`config.mk`:
```
export PLATFORM = sky130hd
export DESIGN_NAME = enc_dec_spi_sequencer
export DESIGN_NICKNAME = d
export VERILOG_FILES = /design/src/rtl/enc_dec_spi_sequencer.sv
export SDC_FILE = /design/constraint.sdc
export NUM_CORES = 2
export LEC_CHECK = 0
export ABC_AREA = 1
export CAP_MARGIN = 20
export CORE_AREA = 5 5 350 352
export CTS_CLUSTER_SIZE = 24
export DETAILED_ROUTE_END_ITERATION = 10
export DIE_AREA = 0 0 355 357
export GPL_ROUTABILITY_DRIVEN = 0
export SLEW_MARGIN = 5
export SYNTH_ARGS = -nofsm -noshare
export SYNTH_HDL_FRONTEND = slang
export SYNTH_SLANG_ARGS = --single-unit
```
`constraint.sdc`:
```
create_clock -name in_clk -period 2.9 [get_ports in_clk]
set_input_delay 0.29 -clock in_clk [delete_from_list [all_inputs] [get_ports in_clk]]
set_output_delay 0.29 -clock in_clk [all_outputs]
set_load 0.01 [all_outputs]
```
`src/rtl/enc_dec_spi_sequencer.sv`:
```
// rtl/enc_dec_spi_sequencer.sv - round-robin encrypt/decrypt job sequencer over a serial slave link
// One job at a time: shift out {mode,msg,key}, wait for the slave, shift the result back in.
module enc_dec_spi_sequencer #(
    parameter int NB       = 4,
    parameter int NK       = 8,
    parameter int WAIT_CYC = 20
) (
    input  logic              in_clk,
    input  logic              in_rst,
    input  logic              req_enc,
    input  logic [32*NB-1:0]  msg_enc,
    input  logic [32*NK-1:0]  key_enc,
    input  logic              req_dec,
    input  logic [32*NB-1:0]  msg_dec,
    input  logic [32*NK-1:0]  key_dec,
    output logic              grant_enc,
    output logic              grant_dec,
    output logic              busy,
    output logic              cs_enc_dec,
    output logic              mosi,
    input  logic              miso,
    output logic [32*NB-1:0]  out_msg,
    output logic              out_valid,
    output logic              out_dst
);
    localparam int MSG_W   = 32 * NB;
    localparam int KEY_W   = 32 * NK;
    localparam int TX_BITS = 1 + MSG_W + KEY_W;
    localparam int CNT_MAX = (TX_BITS > WAIT_CYC) ? TX_BITS : WAIT_CYC;
    localparam int CNT_W   = $clog2(CNT_MAX + 1);

    localparam logic [CNT_W-1:0] TX_LAST   = CNT_W'(TX_BITS - 1);
    localparam logic [CNT_W-1:0] WAIT_LAST = CNT_W'(WAIT_CYC - 1);
    localparam logic [CNT_W-1:0] RX_LAST   = CNT_W'(MSG_W - 1);

    typedef enum logic [2:0] {S_IDLE, S_TX, S_WAIT, S_RX, S_DONE} state_t;

    state_t               r_state;
    state_t               w_next;
    logic [CNT_W-1:0]     r_cnt;
    logic [TX_BITS-1:0]   r_piso;
    logic [MSG_W-1:0]     r_sipo;
    logic [MSG_W-1:0]     r_out_msg;
    logic                 r_owner;
    logic                 r_last_grant;
    logic                 r_out_dst;
    logic                 w_any_req;
    logic                 w_pick;
    logic                 w_cnt_last;

    assign w_any_req = req_enc | req_dec;
    // On a tie the requester that did not win last time gets the link.
    assign w_pick    = (req_enc & req_dec) ? ~r_last_grant : req_dec;

    always_comb begin
        w_cnt_last = 1'b0;
        case (r_state)
            S_TX:    w_cnt_last = (r_cnt == TX_LAST);
            S_WAIT:  w_cnt_last = (r_cnt == WAIT_LAST);
            S_RX:    w_cnt_last = (r_cnt == RX_LAST);
            default: w_cnt_last = 1'b0;
        endcase
    end

    always_ff @(posedge in_clk) begin
        if (in_rst) r_state <= S_IDLE;
        else        r_state <= w_next;
    end

    always_comb begin
        w_next = r_state;
        case (r_state)
            S_IDLE:  if (w_any_req) w_next = S_TX;
            S_TX:    if (w_cnt_last) w_next = S_WAIT;
            S_WAIT:  if (w_cnt_last) w_next = S_RX;
            S_RX:    if (w_cnt_last) w_next = S_DONE;
            default: w_next = S_IDLE;
        endcase
    end

    always_ff @(posedge in_clk) begin
        if (in_rst) begin
            r_cnt        <= '0;
            r_piso       <= '0;
            r_sipo       <= '0;
            r_out_msg    <= '0;
            r_owner      <= 1'b0;
            r_last_grant <= 1'b1;
            r_out_dst    <= 1'b0;
        end else begin
            if (w_next != r_state || r_state == S_IDLE || r_state == S_DONE)
                r_cnt <= '0;
            else
                r_cnt <= r_cnt + 1'b1;

            case (r_state)
                S_IDLE: begin
                    if (w_any_req) begin
                        r_piso       <= w_pick ? {1'b1, msg_dec, key_dec} : {1'b0, msg_enc, key_enc};
                        r_owner      <= w_pick;
                        r_last_grant <= w_pick;
                    end
                end
                S_TX: r_piso <= {r_piso[TX_BITS-2:0], 1'b0};
                S_RX: begin
                    r_sipo <= {r_sipo[MSG_W-2:0], miso};
                    // Capture includes the final miso bit so out_msg is ready in DONE.
                    if (w_cnt_last) begin
                        r_out_msg <= {r_sipo[MSG_W-2:0], miso};
                        r_out_dst <= r_owner;
                    end
                end
                default: ;
            endcase
        end
    end

    always_comb begin
        grant_enc  = 1'b0;
        grant_dec  = 1'b0;
        busy       = 1'b0;
        cs_enc_dec = 1'b1;
        mosi       = 1'b0;
        out_valid  = 1'b0;
        case (r_state)
            S_TX: begin
                busy       = 1'b1;
                cs_enc_dec = 1'b0;
                mosi       = r_piso[TX_BITS-1];
                if (r_cnt == '0) begin
                    grant_enc = ~r_owner;
                    grant_dec = r_owner;
                end
            end
            S_WAIT, S_RX: begin
                busy       = 1'b1;
                cs_enc_dec = 1'b0;
            end
            S_DONE: begin
                busy      = 1'b1;
                out_valid = 1'b1;
            end
            default: ;
        endcase
    end

    assign out_msg = r_out_msg;
    assign out_dst = r_out_dst;
endmodule

```
==> results.yml <==
run_status:
  status: "complete, no violations"
clock_network:
  cts_resized: 0
  cts.hold.buffers_added: 0
  h-tree-depth: 3
  cts.sink_count: 655
  cts-root-buf: "clkbuf_16"
  cts.path.max_buffers: 3
  clkTransAtPathRegs_ps: 60
  cts_buffers: 77
  insertion_delay_ps: 650
  tritoncts: "built"
pwr:
  swShare_pct: 27.9
  power.switching_mw: 6.68
  pwr-share-comb_pct: 16.5
  leakagePower_nw: 15.5
  sequentialPowerShare_pct: 42.0
  power_density_nw_per_um2: 578
  vdd_drop_max_v: 0.000399
  internal_power_mw: 17.3
  clkPwrFrac_pct: 41.5
  power_mw: 23.9
die:
  start_util_pct: 23.5
  die_h_um: 357
  dieArea_sq_um: 127000
  die_w_um: 355
  ioPinCount: 908
  core_sq_um: 119000
  rows: 127
synth:
  synth_area_leaders: "dfxtp_1 47%, nand2_1 13%, o221ai_1 7.8%"
  yosysSeqAreaShare_pct: 46.8
  synth_top_area_share_pct: 46.8
  ys_types: 27
  synth_top_cell_by_area: "dfxtp_1"
  syn_area_per_cell_sq_um: 7.57
  synth_cells: 3700
  syn-cell-area_sq_um: 28000
  yosysWarnings: 0
  synth_seq_cells: 655
  syn_nets: 4475
critical_path:
  crit_chain: "inv_2 -> nor3_4 -> buf_4 -> nand4_1 -> buf_4 -> nor2_1 -> clkdlybuf4s50_1"
  crit_cells: 7
  required_ps: 2610
  reg2regPathDepth: 9
  crit_fanout: 5
  max_stage_delay_ps: 540
  crit_slowest_cell: "clkdlybuf4s50_1"
  reg2reg_slack_ps: 370
  crit_end: "grant_enc"
  timing.rr.end: "r_piso[346]"
  arrival_ps: 2420
  cp-startpoint: "r_state[0]"
  r2r-start: "r_state[0]"
  crit_top_cell: "buf_4"
  crit_type: "register to primary output"
  crit_buf_inv: 4
  cp-end-kind: "primary output"
  crit_family: "buffers and inverters"
  start_kind: "register"
routing:
  wirelength_mm: 127
  antenna_left: 0
  vias: 30100
  route.detailed.drc: 0
  drt_iter0_drc: 2722
  routed_via_density: 4.95
  wl_per_cell_um: 20.9
  drtPass1Iterations: 6
sta:
  max_freq_mhz: 369
  finalCriticalPeriod_ps: 2710
  finalSetupTns_ps: 0
  slew_violations: 0
  period_share_pct: 93.4
  hold_viol: 0
  setup_violations: 0
  tightest_slew_ps: 1080
  rsz0062_at_grt: "no"
  skew_ps: 39.3
  relSlewSlack_pct: 27.9
place:
  hpwl_mm: 90.9
  port_buffers: 907
flow_run:
  maxCapViolations: 0
grt:
  antenna_found_initial: 35
  grt_pass1_wl_mm: 186
  grt_pass1_vias: 29400
  grt_max_degree: 120
  grt_usage_pct: 18.9
  grt_overflow_total: 0
worst_hold_path:
  hold_depth: 3
  hp-class: "primary input to register"
finish:
  drive_gt1_share_pct: 4.85
  seqCellArea_sq_um: 13100
  multiInputGateArea_sq_um: 12400
  syn2layout_area_growth_pct: 47.8
  fill_cells: 12400
  nets: 5212
synth_stat cells (all sizes together):
cell / count
o211ai: 133
nand4: 1
xor2: 4
xnor2: 2
clkbuf: 204
a21oi: 132
a31oi: 246
buf: 133
inv: 291
ha: 2
a211oi: 1
nor3: 4
dfxtp: 655
nand2: 937
nor2: 171
o221ai: 250
clkinv: 1
nand3: 139
o21ai: 394
cell usage in the layout (no fill, tap or decap), types with 2 or more instances in the layout:
| cell | instances |
|---|---|
| clkinv_16 | 5 |
| o211ai_1 | 133 |
| clkbuf_16 | 77 |
| clkbuf_1 | 21 |
| diode_2 | 29 |
| inv_6 | 2 |
| xnor2_1 | 2 |
| ha_1 | 2 |
| a21oi_1 | 132 |
| clkinv_2 | 5 |
| o221ai_1 | 250 |
| nand3_1 | 137 |
| nor3_1 | 3 |
| clkdlybuf4s50_1 | 907 |
| xor2_1 | 4 |
| buf_12 | 32 |
| inv_8 | 4 |
| a31oi_1 | 246 |
| clkbuf_8 | 12 |
| inv_2 | 3 |
| nor2_1 | 169 |
| dfxtp_1 | 655 |
| clkinvlp_4 | 3 |
| clkinv_4 | 3 |
| o21ai_0 | 283 |
| buf_4 | 56 |
| nand2_4 | 2 |
| inv_1 | 283 |
| bufinv_16 | 5 |
| nand2_1 | 934 |
| nor2_4 | 2 |
| o21ai_1 | 111 |
final cells by class:
| type | count | share of cell area [%] |
|---|---|---|
| flip-flops and latches | 655 | 31.7 |
| multi-input cells | 2416 | 30.0 |
| repair buffers | 995 | 24.5 |
| clock buffers | 110 | 5.24 |
| well taps | 1548 | 4.68 |
| inverters | 292 | 2.72 |
| clock inverters | 25 | 1.04 |
| diodes | 29 | 0.175 |
power by group through the flow:
stage	registers [mW]	clock network (mW)	logic, mW
CTS	10.0	10.2	3.96
floorplan	10.1	0	2.01
finish	10.1	9.94	3.94
global placement	10.2	0	3.91
detailed placement	10.2	0	3.93
global route	10.1	10.6	4.32
worst min-delay path by stage:
| stage | startpoint | endpoint | slack [ps] |
|---|---|---|---|
| finish | key_enc[237] | r_piso[237] | 210 |
| global route | key_enc[237] | r_piso[237] | 170 |
| CTS | key_dec[41] | r_piso[41] | 130 |
| detailed placement | r_sipo[74] | r_sipo[74] | 460 |
| global placement | r_sipo[0] | r_sipo[0] | 450 |
| floorplan | in_rst | r_owner | 360 |
cells by family (layout without fill, tap and decap cells):
kind of cell,count (synthesis),count (layout),synth area share [%]
simple gates,1252,1252,17.5
compound gates,1156,1156,26.3
flops,655,655,46.8
buf+inv,629,1422,9.06
xor+xnor,6,6,0.188
fa+ha+maj,2,2,0.0893
other cells,0,29,0
layer usage:
layer  global-route usage (%)  wire length [um]  vias up
li1                         -                 -    14300
met1                     23.4             52200    14400
met2                     31.8             60900     1145
met3                     4.43              9240      204
met4                     7.34              4220        8
met5                        0                52        -
stage by stage:
step	cell area (sq um)	utilization [%]	instances	hold WS, ps	worst slack [ps]
after floorplan	28000	-	3700	359	1290
after global placement	38700	32.5	5902	449	366
after detailed placement	38700	32.5	5902	457	332
after CTS	41300	34.7	6041	132	120
after global routing	41400	34.8	6066	174	42.3
final	41400	34.8	6070	207	190
state kept, by name (all words and copies together) (netlist names):
name,flops
r_piso,385
out_dst,1
r_owner,1
r_sipo,127
r_cnt,9
r_last_grant,1
r_state,3
out_msg,128
what timing repair did:
item,CTS,global route
setup endpoints to repair,3,0
endpoints found under the hold margin,0,0
buffers inserted,4,0
worst register-to-register path, delay by kind of cell (launching register included):
family	cells	cell delay [ps]
compound gates	1	220
flops	1	450
simple gates	3	700
buf+inv	5	1090
No activity file was read; power rests on OpenSTA's default activity.
